==> src/rtl/eh2_dec_trigger_hit_ctl.sv <==
// Per-thread trigger hit sequencer: qualifies decode trigger matches, latches sticky mhit,
// handshakes with TLU and blocks decode until flush. Optional chain rule: RV_TRIGGER_CHAIN_EN.
module eh2_dec_trigger_hit_ctl #(
  parameter  int NUM_THREADS = 2,
  parameter  int NUM_TRIG    = 4,
  localparam int TW          = (NUM_THREADS > 1) ? $clog2(NUM_THREADS) : 1
) (
  input  logic                                  i_clk,
  input  logic                                  i_rst,
  input  logic                                  i_i0_valid_d,
  input  logic                                  i_i1_valid_d,
  input  logic [TW-1:0]                         i_i0_tid,
  input  logic [TW-1:0]                         i_i1_tid,
  input  logic [NUM_TRIG-1:0]                   i_i0_match_d,
  input  logic [NUM_TRIG-1:0]                   i_i1_match_d,
  input  logic [NUM_THREADS-1:0][NUM_TRIG-1:0]  i_trig_action,
  input  logic [NUM_THREADS-1:0][NUM_TRIG-1:0]  i_trig_chain,
  input  logic [NUM_THREADS-1:0]                i_tlu_flush,
  input  logic [NUM_THREADS-1:0]                i_tlu_hit_ack,
  input  logic [NUM_THREADS-1:0][NUM_TRIG-1:0]  i_mhit_clr,
  output logic [NUM_THREADS-1:0]                o_hit_req,
  output logic [NUM_THREADS-1:0]                o_hit_action,
  output logic [NUM_THREADS-1:0]                o_hit_slot,
  output logic [NUM_THREADS-1:0][NUM_TRIG-1:0]  o_mhit,
  output logic                                  o_i1_trig_kill,
  output logic [NUM_THREADS-1:0]                o_dec_trig_block,
  output logic [NUM_THREADS-1:0][1:0]           o_dbg_state
);

  // Handshake: o_hit_req is a level held in REQ until the cycle i_tlu_hit_ack is seen;
  // hit_action/hit_slot are meaningful only while o_hit_req is high.
  typedef enum logic [1:0] {
    S_IDLE  = 2'd0,
    S_REQ   = 2'd1,
    S_BLOCK = 2'd2
  } state_t;

  logic [NUM_THREADS-1:0] w_kill;

`ifdef RV_TRIGGER_CHAIN_EN
  // A chained pair only counts when both members matched on the same instruction.
  function automatic logic [NUM_TRIG-1:0] f_chain(input logic [NUM_TRIG-1:0] q,
                                                  input logic [NUM_TRIG-1:0] ch);
    logic [NUM_TRIG-1:0] r;
    r = q;
    if (ch[0] && !(q[0] && q[1])) r[1:0] = 2'b00;
    if (ch[2] && !(q[2] && q[3])) r[3:2] = 2'b00;
    return r;
  endfunction
`else
  logic w_unused_chain;
  assign w_unused_chain = ^i_trig_chain;
`endif

  for (genvar t = 0; t < NUM_THREADS; t++) begin : g_thr
    logic [NUM_TRIG-1:0] w_q0_raw, w_q1_raw, w_q0, w_q1, w_cap_vec;
    logic                w_hit0, w_hit1, w_cap_en;
    state_t              r_state;
    logic                r_hit_req, r_action, r_slot, r_block;
    logic [NUM_TRIG-1:0] r_mhit;

    assign w_q0_raw = i_i0_match_d & {NUM_TRIG{i_i0_valid_d && (i_i0_tid == TW'(t))}};
    assign w_q1_raw = i_i1_match_d & {NUM_TRIG{i_i1_valid_d && (i_i1_tid == TW'(t))}};
`ifdef RV_TRIGGER_CHAIN_EN
    assign w_q0 = f_chain(w_q0_raw, i_trig_chain[t]);
    assign w_q1 = f_chain(w_q1_raw, i_trig_chain[t]);
`else
    assign w_q0 = w_q0_raw;
    assign w_q1 = w_q1_raw;
`endif
    assign w_hit0 = |w_q0;
    assign w_hit1 = |w_q1;

    // Only an idle thread not being flushed accepts a new hit; i0 is older so it wins.
    assign w_cap_en  = (r_state == S_IDLE) && !i_tlu_flush[t] && (w_hit0 || w_hit1);
    assign w_cap_vec = !w_cap_en ? '0 : (w_hit0 ? w_q0 : w_q1);
    assign w_kill[t] = w_cap_en && w_hit0 && i_i1_valid_d && (i_i1_tid == TW'(t));

    always_ff @(posedge i_clk or posedge i_rst) begin
      if (i_rst) begin
        r_state   <= S_IDLE;
        r_hit_req <= 1'b0;
        r_action  <= 1'b0;
        r_slot    <= 1'b0;
        r_block   <= 1'b0;
        r_mhit    <= '0;
      end else begin
        // Capture set has priority over the write-1-to-clear on the same bit.
        r_mhit <= (r_mhit & ~i_mhit_clr[t]) | w_cap_vec;
        case (r_state)
          S_IDLE: begin
            if (w_cap_en) begin
              r_state   <= S_REQ;
              r_hit_req <= 1'b1;
              r_block   <= 1'b1;
              r_action  <= |(w_cap_vec & i_trig_action[t]);
              r_slot    <= !w_hit0;
            end
          end
          S_REQ: begin
            if (i_tlu_flush[t]) begin
              r_state   <= S_IDLE;
              r_hit_req <= 1'b0;
              r_block   <= 1'b0;
              r_action  <= 1'b0;
              r_slot    <= 1'b0;
            end else if (i_tlu_hit_ack[t]) begin
              r_state   <= S_BLOCK;
              r_hit_req <= 1'b0;
              r_action  <= 1'b0;
              r_slot    <= 1'b0;
            end
          end
          S_BLOCK: begin
            if (i_tlu_flush[t]) begin
              r_state <= S_IDLE;
              r_block <= 1'b0;
            end
          end
          default: begin
            r_state   <= S_IDLE;
            r_hit_req <= 1'b0;
            r_block   <= 1'b0;
            r_action  <= 1'b0;
            r_slot    <= 1'b0;
          end
        endcase
      end
    end

    assign o_hit_req[t]        = r_hit_req;
    assign o_hit_action[t]     = r_action;
    assign o_hit_slot[t]       = r_slot;
    assign o_dec_trig_block[t] = r_block;
    assign o_mhit[t]           = r_mhit;
    assign o_dbg_state[t]      = r_state;
  end

  assign o_i1_trig_kill = |w_kill;

endmodule

==> config.mk <==
export PLATFORM = sky130hd
export DESIGN_NAME = eh2_dec_trigger_hit_ctl
export DESIGN_NICKNAME = d
export VERILOG_FILES = /design/src/rtl/eh2_dec_trigger_hit_ctl.sv
export SDC_FILE = /design/constraint.sdc
export NUM_CORES = 1
export LEC_CHECK = 0
export BUFFER_PORTS_ARGS = -buffer_cell sky130_fd_sc_hd__buf_4
export CAP_MARGIN = 20
export CORE_MARGIN = 4
export CORE_UTILIZATION = 41
export DETAILED_ROUTE_END_ITERATION = 8
export GPL_TIMING_DRIVEN = 0
export MAX_ROUTING_LAYER = met4
export PLACE_DENSITY_LB_ADDON = 0.15
export RECOVER_POWER = 25
export REMOVE_ABC_BUFFERS = 1
export SLEW_MARGIN = 30
export SYNTH_ARGS = -nofsm -noshare
export SYNTH_HDL_FRONTEND = slang
export SYNTH_SLANG_ARGS = --single-unit
==> constraint.sdc <==
create_clock -name i_clk -period 1.8 [get_ports i_clk]
set_input_delay 0.27 -clock i_clk [delete_from_list [all_inputs] [get_ports i_clk]]
set_output_delay 0.27 -clock i_clk [all_outputs]
set_load 0.02 [all_outputs]
[After elaboration in Yosys (flattened, before gate mapping)]
Index checks and enable logic that the tools add are counted.
Storage, ports and cells
  logic and storage cells: 111
  input port bits: 42
  flip-flop bits (word level): 20
Cells by class
  bitwise operators: 16
  multiplexer cells: 34
  reductions and logical operators: 37
  equality and inequality tests: 12
Operator list (number)
  $and A4 B4 Y4: 8
  $reduce_or A4 Y1: 6
  $pmux W1 S3: 6
  $mux W2: 8
  $mux W4: 4
  $logic_and A1 B1 Y1: 14
  $mux W1: 12
  $pmux W2 S3: 2
  $reduce_and A3 Y1: 4
  $ne A2 B2 Y1 const B: 4
  $not A4 Y4: 2
  $or A4 B4 Y4: 2
  $ne A3 B3 Y1 const B: 2
  $reduce_or A2 Y1: 3
  $eq A2 B1 Y1 const B: 2
  $eq A2 B2 Y1 const B: 2
  $logic_not A1 Y1: 4
  $logic_not A2 Y1: 2
  $ne A2 B1 Y1 const B: 2
  $not A1 Y1: 4
  $pmux W1 S2: 2
  $reduce_and A2 Y1: 2
  $logic_or A1 B1 Y1: 2

[Depth between registers and ports, before layout]
  depth after elaboration: 11
  mapped depth: 7
  depth with buffers taken out: 7

[Least setup slack after synthesis]
No wires, ideal clock.
  path type: flip-flop to flip-flop
  from: register g_thr[1].r_state[0]
  to: register g_thr[1].r_state[0]
  buffers on the path: 0
  period minus slack after synthesis: 1929 ps
  cell stages (with the launch flop): 8
  data arrival time: 1802 ps
  slack: -129 ps
  cell sequence: dfrtp_1 inv_1 ha_1 and4b_1 a32oi_4 nand2_2 o21ai_2 mux2_1
On the way
  cells in the longest elaborated chain, start to end: 5
  elaborated cells between the ends (all ways): 10
  classes of those cells: eq/ne: 5; mux: 1; reduce/logical: 4
Ends and longest elaborated chain
  start, declared: RTL line 58  | state_t r_state;
  start signal, assigned: RTL line 81  | r_state <= S_IDLE;
  start signal, assigned: RTL line 93  | r_state <= S_REQ;
  start signal, assigned: RTL line 102  | r_state <= S_IDLE;
  $logic_not A2 Y1: RTL line 75, 90
  $logic_and A1 B1 Y1 (2 in series): RTL line 75  | assign w_cap_en = (r_state == S_IDLE) && !i_tlu_flush[t] && (w_hit0 || w_hit1);
  $ne A2 B2 Y1 (no line)
  $reduce_and A3 Y1 (no line)
Several ways; a longest one is shown, not always the timed one.
A chain may end at the register's enable or synchronous reset.

[Worst setup path in the final report]
  from: register g_thr[0].r_state[1]
  to: output o_i1_trig_kill
On the way
  cells in the longest elaborated chain, start to end: 7
Ends and longest elaborated chain
  start, declared: RTL line 58
  start signal, assigned: RTL line 81
  start signal, assigned: RTL line 93
  start signal, assigned: RTL line 102
  $logic_not A2 Y1: RTL line 75
  $logic_and A1 B1 Y1 (2 in series): RTL line 75
  $logic_and A1 B1 Y1 (3 in series): RTL line 77  | assign w_kill[t] = w_cap_en && w_hit0 && i_i1_valid_d && (i_i1_tid == TW'(t));
  $reduce_or A2 Y1: RTL line 139  | assign o_i1_trig_kill = |w_kill;
  end, declared: RTL line 25  | output logic o_i1_trig_kill,
No other way between the ends.

==> impl_metrics.yaml <==
outcome:
  status: "complete, but fails checks"
  violations: "setup timing"
routing:
  wirelength_um: 3770
  via_count: 1327
  via_per_inst: 5.27
  final_antenna_net_count: 0
  wl_per_cell_um: 15.0
  drc_errors: 0
  dr.first_iter.drc_count: 39
  dr.pass1.iters: 4
yosys:
  yosys_most_used_dff: "dfrtp_1"
  ys_types: 42
  synth_edf_count: 0
  synth_top_area_cell: "dfrtp_1"
  async_flop_share_pct: 100
  yosys-top-cells-area: "dfrtp_1, ha_1, a22oi_1"
  synth_top_area_share_pct: 36.1
  ys_warn_count: 0
  syn_inst: 151
  synth_seq_cells: 20
  seq_area_frac_synth_pct: 36.1
  syn_avg_cell_area_um2: 9.17
  syn_area_um2: 1390
placed_design:
  placed_area_um2: 1760
  gp_congestion: 0.782
  dp_slack_ps: -273
  place_hpwl_um: 2860
  port_buffers: 54
floorplanning:
  io_pins: 63
  die_w_um: 66.1
  rows: 20
  core_area_um2: 3150
  die_y_um: 66.1
  die_area_um2: 4370
  start_util_pct: 43.9
grt:
  grt_pass1_wl_um: 6080
  grt_use_total_pct: 18.4
  antenna_found_initial: 0
  grt_max_degree: 21
  first_global_vias: 1369
  grt_overflow: 0
clock_network:
  worstSkewPairLatency_ps: 300
  clkTransAtPathRegs_ps: 110
  cts-htree-levels: 1
  cts_root_buffer: "clkbuf_4"
  clockBufferDepth: 2
  cts_inserted_buffers: 3
  postCtsHoldBufs: 0
  cts_tree: "built"
  cts_sinks: 20
layout:
  drive_above_1_share_pct: 42.3
  nNetsFinal: 260
  area_growth_pct: 38.6
  final_util_pct: 60.9
  diodes: 0
  stdcell_area_um2: 1920
power:
  ir_worst_vdd_mv: 0.858
  switching_share_pct: 41.2
  p_leak_nw: 0.935
  p_per_area_nw_per_um2: 1300
  combPwrFrac_pct: 63.7
  seqPwrFrac_pct: 27.7
  p_clk_share_pct: 8.6
  p_sw_mw: 1.02
  p_int_mw: 1.46
critical_path:
  ff2ff_setup_slack_ps: -10
  crit_required_ps: 1530
  endpoint_kind: "primary output"
  critPathMaxFanout: 3
  path_class: "reg -> out"
  critical_path_arrival_ps: 1550
  start_kind: "flop"
timing:
  slew_headroom_pct: 39.4
  fin_crit_sh_pct: 101
  rsz0062_at_grt: "true"
  slew_violations: 0
  finalWorstSetupSlack_ps: -19.6
  hold_viol: 0
  period_minus_slack_ps: 1820
  clock_skew_ps: 3.26
  fmax_ghz: 0.550
  setup_viol: 3
  holdWs_ps: 101
  worst_pin_slew_ps: 908
flow_run:
  drv_cap: 0
worst_hold_path:
  hp-class: "in -> async"
==> cells in the mapped netlist, types with 2 or more instances <==
library cell	number
nand2_1	14
a22oi_1	8
clkbuf_1	2
a32oi_4	2
o21ai_2	2
nand3_1	5
nand2_2	2
nor2_1	8
o2bb2ai_1	3
a41oi_1	2
buf_4	8
nor3b_1	2
a31oi_1	4
ha_1	8
o22ai_1	8
o21ai_0	7
inv_1	16
nor2b_1	3
a22o_1	2
nand2b_1	3
dfrtp_1	20
mux2_2	2
==> worst max-delay path, stage by stage (launching register included) <==
cell and delay [ps]:
dfrtp_1 410, inv_2 90, ha_4 150, nor2b_4 130
nor3b_2 150, a31oi_1 50, nor2_1 110, buf_4 150
==> layer usage <==
layer	GRT usage [%]	part of all wire, %	vias up
li1	-	-	658
met1	20.7	42	626
met2	34.6	54	43
met3	2.21	4.7	0
met4	4.06	0	0
met5	-	0	-
==> final timing paths <==
path / end / start / cells after the start
worst max-delay path: o_i1_trig_kill / g_thr[0].r_state[1]$_DFFE_PP0P_ / 7
worst min-delay path: g_thr[1].r_hit_req$_DFFE_PP0P_ / i_rst / 2
worst max register to register: g_thr[0].r_action$_DFFE_PP0P_ / g_thr[0].r_state[1]$_DFFE_PP0P_ / 7
worst min register to register: g_thr[1].r_block$_DFFE_PP0P_ / g_thr[1].r_block$_DFFE_PP0P_ / 1
max in group asynchronous: g_thr[0].r_mhit[0]$_DFF_PP0_ / i_rst / 2
min in group i_clk: g_thr[0].r_mhit[1]$_DFF_PP0_ / i_mhit_clr[1] / 2
==> power groups by stage <==
stage	combinational [mW]	clock, mW	sequential, mW
detailed placement	1.24	0	0.712
global route	1.73	0.244	0.709
global placement	1.21	0	0.705
CTS	1.55	0.225	0.687
finish	1.58	0.214	0.689
floorplan	0.617	0	0.880
==> state kept, by name, summed over array words and instances (netlist names) <==
signal and cells:
g_thr.r_hit_req 2, g_thr.r_action 2, g_thr.r_mhit 8, g_thr.r_slot 2
g_thr.r_state 4, g_thr.r_block 2
==> layout by cell type, fill, tap and decap left out, types with 2 or more instances in the layout <==
master / instances
ha_4: 2
o21ai_0: 7
o22ai_1: 8
o21ai_2: 2
dfrtp_1: 20
nand2b_1: 3
a31oi_1: 4
a22oi_1: 8
nand3_1: 5
a41oi_1: 2
clkbuf_4: 4
inv_2: 4
mux2_2: 2
a22o_1: 2
a32oi_4: 2
inv_1: 12
nand2_1: 14
o2bb2ai_1: 3
nor2b_4: 2
nor2_1: 8
nand2_2: 2
buf_4: 65
ha_1: 6
==> cell type report <==
type                    count  area [um2]
flip-flops and latches     20         500
clock buffers               3        22.5
inverters                  16        60.1
fillers                   290        1230
multi-input cells         103         786
repair buffers             66         495
well taps                  44        55.1
==> cell families after synthesis <==
logic type,count (synthesis),synth area share (%)
AOI/OAI and AO/OA,44,25.2
adders and majority gates,8,7.23
and+or+nand+nor,47,17.9
muxes,4,3.16
DFF,20,36.1
buffers and inverters,28,10.4
==> what timing repair did <==
item | in CTS | in global routing
pin swaps | 4 | 3
gates resized for setup | 13 | 0
buffers inserted | 10 | 2
setup endpoints to repair | 10 | 7
hold endpoints to repair | 0 | 0
==> through the flow <==
step | power (mW) | std cells | TNS (ps)
6_report | 2.49 | 252 | -29.7
3_3_place_gp | 1.92 | 237 | -1260
4_1_cts | 2.46 | 250 | -34.0
2_1_floorplan | 1.50 | 139 | -419
5_1_grt | 2.69 | 252 | -643
3_5_place_dp | 1.95 | 237 | -1650
Power figures use the tool's default switching activity.
